### config.mk
export PLATFORM = sky130hd
export DESIGN_NAME = sr_latch_ctrl
export DESIGN_NICKNAME = d
export VERILOG_FILES = /design/src/rtl/sr_latch_ctrl.sv
export SDC_FILE = /design/constraint.sdc
export NUM_CORES = 1
export LEC_CHECK = 0
export ABC_AREA = 1
export BUFFER_PORTS_ARGS = -buffer_cell sky130_fd_sc_hd__buf_2
export CAP_MARGIN = 25
export CORE_MARGIN = 4
export CORE_UTILIZATION = 38
export CTS_CLUSTER_SIZE = 20
export DETAILED_ROUTE_END_ITERATION = 12
export GPL_ROUTABILITY_DRIVEN = 0
export HOLD_SLACK_MARGIN = 0.06
export SYNTH_ARGS = -nofsm -noshare
export SYNTH_HDL_FRONTEND = slang
export SYNTH_SLANG_ARGS = --single-unit
### constraint.sdc
create_clock -name clk -period 1.3 [get_ports clk]
set_input_delay 0.26 -clock clk [delete_from_list [all_inputs] [get_ports clk]]
set_output_delay 0.26 -clock clk [all_outputs]
set_load 0.005 [all_outputs]
### src/rtl/sr_latch_ctrl.sv
// Two-requester arbiter that drives set/reset pulses to an external SR latch bank
// and keeps a shadow copy of the latched values.
module sr_latch_ctrl #(
   parameter int unsigned N_FLAGS = 4,
   parameter int unsigned IDX_W   = 3
) (
   input  logic               clk,
   input  logic               reset,
   input  logic [1:0]         req,
   input  logic [1:0]         op,
   input  logic [IDX_W-1:0]   idx_a,
   input  logic [IDX_W-1:0]   idx_b,
   output logic [1:0]         gnt,
   output logic [1:0]         done,
   output logic               err,
   output logic [N_FLAGS-1:0] s_out,
   output logic [N_FLAGS-1:0] r_out,
   output logic [N_FLAGS-1:0] flags,
   output logic               busy
);

   localparam logic [1:0] IDLE  = 2'd0;
   localparam logic [1:0] GRANT = 2'd1;
   localparam logic [1:0] DRIVE = 2'd2;
   localparam logic [1:0] DONE  = 2'd3;

   logic [1:0]         state,    state_nxt;
   logic               last_b,   last_b_nxt;
   logic               win_b,    win_b_nxt;
   logic               cap_op,   cap_op_nxt;
   logic [IDX_W-1:0]   cap_idx,  cap_idx_nxt;
   logic [1:0]         gnt_nxt;
   logic [1:0]         done_nxt;
   logic               err_nxt;
   logic [N_FLAGS-1:0] s_nxt;
   logic [N_FLAGS-1:0] r_nxt;
   logic [N_FLAGS-1:0] flags_nxt;
   logic               busy_nxt;

   logic [N_FLAGS-1:0] idx_mask_c;
   logic               idx_valid_c;
   logic               pick_b_c;

   // One-hot decode of the captured index; an out-of-range index decodes to zero.
   always_comb begin
      idx_mask_c = '0;
      for (int unsigned i = 0; i < N_FLAGS; i++) begin
         if (32'(cap_idx) == i) idx_mask_c[i] = 1'b1;
      end
      idx_valid_c = |idx_mask_c;
   end

   // B wins when it is alone, or on a tie when A was the last winner.
   assign pick_b_c = req[1] & (~req[0] | ~last_b);

   // Next-state and registered-output logic.
   always_comb begin
      state_nxt   = state;
      last_b_nxt  = last_b;
      win_b_nxt   = win_b;
      cap_op_nxt  = cap_op;
      cap_idx_nxt = cap_idx;
      flags_nxt   = flags;
      gnt_nxt     = 2'b00;
      done_nxt    = 2'b00;
      err_nxt     = 1'b0;
      s_nxt       = '0;
      r_nxt       = '0;

      case (state)
         IDLE: begin
            if (req != 2'b00) begin
               state_nxt   = GRANT;
               win_b_nxt   = pick_b_c;
               last_b_nxt  = pick_b_c;
               cap_op_nxt  = pick_b_c ? op[1] : op[0];
               cap_idx_nxt = pick_b_c ? idx_b : idx_a;
               gnt_nxt     = {pick_b_c, ~pick_b_c};
            end
         end
         GRANT: begin
            state_nxt = DRIVE;
            if (idx_valid_c) begin
               if (cap_op) begin
                  s_nxt     = idx_mask_c;
                  flags_nxt = flags | idx_mask_c;
               end else begin
                  r_nxt     = idx_mask_c;
                  flags_nxt = flags & ~idx_mask_c;
               end
            end
         end
         DRIVE: begin
            state_nxt = DONE;
            done_nxt  = {win_b, ~win_b};
            err_nxt   = ~idx_valid_c;
         end
         DONE: begin
            state_nxt = IDLE;
         end
         default: begin
            state_nxt = IDLE;
         end
      endcase

      busy_nxt = (state_nxt != IDLE);
   end

   // State and output registers; reset leaves the pointer on B so A wins the first tie.
   always_ff @(posedge clk) begin
      if (reset) begin
         state   <= IDLE;
         last_b  <= 1'b1;
         win_b   <= 1'b0;
         cap_op  <= 1'b0;
         cap_idx <= '0;
         gnt     <= 2'b00;
         done    <= 2'b00;
         err     <= 1'b0;
         s_out   <= '0;
         r_out   <= '0;
         flags   <= '0;
         busy    <= 1'b0;
      end else begin
         state   <= state_nxt;
         last_b  <= last_b_nxt;
         win_b   <= win_b_nxt;
         cap_op  <= cap_op_nxt;
         cap_idx <= cap_idx_nxt;
         gnt     <= gnt_nxt;
         done    <= done_nxt;
         err     <= err_nxt;
         s_out   <= s_nxt;
         r_out   <= r_nxt;
         flags   <= flags_nxt;
         busy    <= busy_nxt;
      end
   end

endmodule

Yosys cells after proc, flatten, opt, wreduce, memory -nomap -nowiden
Index checks and enable logic that the tools add are counted.
{"block": "word_totals", "register_bits": 26, "latch_bits": 0, "ramBits": 0, "romBits": 0, "in_bits": 12, "out_inout_bits": 18, "mem_count": 0}
{"block": "classes", "add_sub_neg": 0, "mul": 0, "div": 0, "magnitude_cmp": 0, "eq_ne": 6, "n_shift": 0, "n_mux": 9, "bitwise": 15, "n_reduce_logical": 11}
{"operator": "$reduce_or 4->1", "count": 3}
{"operator": "$not 1->1", "count": 10}
{"operator": "$pmux 2 s4", "count": 1}
{"operator": "$eq 3x2->1 const B", "count": 2}
{"operator": "$mux 1", "count": 5}
{"operator": "$and 4x4->4", "count": 1}
{"operator": "$eq 2x2->1 const B", "count": 2}
{"operator": "$mux 4", "count": 1}
{"operator": "$not 4->4", "count": 1}
{"operator": "$or 4x4->4", "count": 1}
{"operator": "$reduce_and 2->1", "count": 2}
{"operator": "$reduce_bool 2->1", "count": 2}
{"operator": "$eq 3x1->1 const B", "count": 1}
{"operator": "$logic_not 3->1", "count": 1}
{"operator": "$mux 3", "count": 1}
{"operator": "$reduce_or 3->1", "count": 1}
{"operator": "$eq 2x1->1 const B", "count": 1}
{"operator": "$logic_not 2->1", "count": 1}
{"operator": "$mux 2", "count": 1}
{"operator": "$reduce_or 2->1", "count": 1}
{"operator": "$and 1x1->1", "count": 1}
{"operator": "$or 1x1->1", "count": 1}

Depth between registers and ports, before layout
{"block": "logic_depth", "word_depth": 5, "mapped_depth": 7}

Worst setup path after synthesis
Ideal clock, no wire load.
{"block": "synth_path", "path_kind": "register to register", "from": "register state[0]", "to": "register cap_idx[2]", "setup_time_ns": 0.117, "arrival_ns": 1.011, "required_time_ns": 1.183, "setup_slack_ns": 0.172, "stages_incl_launch_ff": 8, "path_buffers": 0, "period_less_slack_ns": 1.128, "cell_sequence": "dfxtp_1 -> inv_1 -> ha_1 -> inv_1 -> nor2_8 -> nand2_1 -> nor2_1 -> nor2_1"}
{"block": "synth_between", "elab_chain_cells": 2}
{"item": "start: declaration", "line_no": "27", "text": "logic [1:0] state, state_nxt;"}
{"item": "start signal: assignment", "line_no": "125", "text": "state <= state_nxt;"}
{"item": "$logic_not 2->1", "line_no": "70", "text": "case (state)"}
{"item": "$reduce_and 2->1 (no line)"}
{"item": "end signal: assignment", "line_no": "129", "text": "cap_idx <= cap_idx_nxt;"}
{"item": "end: declaration", "line_no": "31", "text": "logic [IDX_W-1:0] cap_idx, cap_idx_nxt;"}
No other way between the ends.
A chain may end at the register's enable or synchronous reset.

==> impl_metrics.tcl <==
set metrics [dict create \
    h-tree-depth 1 \
    synthTopCellsByArea "dfxtp_1 54%, nand2_1 9.7%, nor2_1 8.9%" \
    synth_seq_area_share_pct 53.7 \
    grt_antenna_before_repair 0 \
    min_period_ns 1.20 \
    drv_slew 0 \
    worst-path-buf-inv 1 \
    cts_inserted_buffers 3 \
    cts_buffer_depth 2 \
    synth.cell_area_um2 968 \
    synth_top_area_cell "dfxtp_1" \
    grt_pass1_vias 791 \
    layout.nets 172 \
    outcome "complete, no violations" \
    drt_drc_violations_left 0 \
    synth_compound_area_share_pct 5.68 \
    synthSimpleGateAreaFrac_pct 30.4 \
    clk_pin_slew_ns 0.13 \
    hold_viol_final 0 \
    path_cells "inv_1, ha_1, nand2_1, nor2_1, nand2_1, a21oi_1" \
    reg2reg_from "state[1]$_SDFF_PP0_" \
    grt_max_degree 15 \
    rsz0062_at_grt "true" \
    diodes 0 \
    yosys.area_share.xor_xnor_pct 0 \
    start_util_pct 39.4 \
    maxCapViolCount 0 \
    hold_depth 2 \
    cts_tree "built" \
    dp_hpwl_um 1510 \
    final_common_cell "buf_2" \
    crit_required_ns 1.55 \
    ys.warnings.count 0 \
    rows 18 \
    drive_above_1_share_pct 25.0 \
    grt_usage_pct 11.5 \
    min_period_over_period_pct 92.2 \
    power.density_mw_per_mm2 1890 \
    ant_nets 0 \
    worstSetupPathType "reg -> reg" \
    dr.pass1.iters 4 \
    synthMuxAreaShare_pct 0 \
    fin_area_mm2 0.00120 \
    die_y_um 58.5 \
    tightest_slew_ns 0.363 \
    numClockSinks 26 \
    critPathSlowestCell "dfxtp_1" \
    slew_headroom_pct 75.5 \
    place_inst 182 \
    wirelength_um 1840 \
    die-area_mm2 0.00342 \
    crit_fanout 6 \
    grt.overflow.total 0 \
    setup_viol 0 \
    final_cell_mix "29 x buf_2, 26 x dfxtp_1, 25 x nand2_1, 23 x nor2_1, 14 x inv_1" \
    reg2regPathDepth 6 \
    multi_input_area_um2 399 \
    drtIter0Drc 10 \
    area_growth_syn_to_layout_pct 24.2 \
    synth_cells 123 \
    synth_seq_cells 26 \
    hp-class "in -> reg" \
    startpoint_type "flip-flop" \
    numPortBuffers 29 \
    die_x_um 58.5 \
    num_io_pins 30 \
    vdd_ir_drop_max_uv 1360 \
    syn_nets 138 \
    final_cells 186 \
    clock.fmax_ghz 0.835 \
    avgSynthCellArea_um2 7.87 \
    arrival_ns 1.45 \
    place_area_mm2 0.00115 \
    synth_top_family_by_area "simple AND/OR/NAND/NOR gates" \
    cp-end-kind "flip-flop" \
    n_fill_cell 269 \
    clock_latency_ns 0.31 \
    num_vias 835 \
    viasPerCell 4.49 \
    cpLargestDelayFamily "flip-flops" \
    grt_pass1_wl_um 3090 \
    synth_adder_area_share_pct 3.88 \
    synth_top_area_share_pct 53.7 \
    crit_top_cell "nand2_1" \
    slowest_delay_ns 0.33 \
    hold_start "reset" \
    wire_per_inst_um 9.89 \
    ys_types 16 \
    cts_hold_buf 0 \
    ff_latch_area_um2 520 \
    fin_util_pct 49.0 \
    cts_root_buffer "clkbuf_4" \
    reg2reg_slack_ns 0.10 \
    core_mm2 0.00245 \
    skew_ns 0.00134 \
    power_leakage_nw 0.601 \
]
## cell usage after synthesis, drive strengths merged
| cell type | number |
|---|---|
| nand3 | 7 |
| nor2 | 25 |
| inv | 15 |
| nand2 | 26 |
| o21ai | 7 |
| ha | 3 |
| a21oi | 4 |
| dfxtp | 26 |
| buf | 1 |
| nand4 | 1 |
| nor3 | 8 |
## how the worst max path moves through the flow
| stage | cells past startpoint | from | endpoint |
|---|---|---|---|
| finish | 6 | state[1]$_SDFF_PP0_ | flip-flop |
| global route | 7 | state[1]$_SDFF_PP0_ | flip-flop |
| CTS | 7 | state[0]$_SDFF_PP0_ | cap_idx[0]$_SDFFE_PP0P_ |
| detailed placement | 7 | state[0]$_SDFF_PP0_ | cap_idx[0]$_SDFFE_PP0P_ |
| global placement | 7 | state[0]$_SDFF_PP0_ | cap_idx[2]$_SDFFE_PP0P_ |
| floorplan | 7 | state[0]$_SDFF_PP0_ | cap_idx[2]$_SDFFE_PP0P_ |
## where the power goes
group	switching, mW	leakage [nW]	internal (mW)
clock network	0.217	0.0210	0.171
registers	0.0818	0.212	0.966
logic	0.517	0.368	0.315
total	0.816	0.601	1.45
## metrics by stage
step	hold WS [ns]	worst slack [ns]	total power, mW	setup TNS (ns)
4_1_cts	0.155	0.0333	2.26	0
3_3_place_gp	0.426	0.133	1.83	0
6_report	0.172	0.102	2.27	0
5_1_grt	0.146	-0.00666	2.47	-0.00666
3_5_place_dp	0.429	0.0449	1.86	0
2_1_floorplan	0.329	0.172	1.63	0
## layer usage
layer / up-vias / wire (um) / part of all wire, % / GRT usage (%)
li1: 453 / - / - / -
met5: - / 0 / 0 / 0
met4: 0 / 9 / 0.49 / 1.99
met1: 361 / 796 / 43 / 12.0
met3: 2 / 132 / 7.2 / 4.61
met2: 19 / 900 / 49 / 21.9
## final cells by class
cell class | instances | share of cell area, %
Sequential cell | 26 | 43.3
Multi-Input combinational cell | 81 | 33.2
Inverter | 15 | 4.68
Clock buffer | 4 | 3.02
Timing Repair Buffer | 30 | 12.7
Tap cell | 30 | 3.12
## what timing repair did
action,4_1_cts,5_1_grt
gates resized for setup,0,3
setup buffers,0,0
endpoints found under the setup margin,0,4
## cells by family (layout without fill, tap and decap cells)
group,Yosys count,count (layout)
AOI/OAI and AO/OA,11,11
buffers and inverters,16,49
adders and majority gates,3,3
and+or+nand+nor,67,67
DFF,26,26
Power figures use the tool's default switching activity.
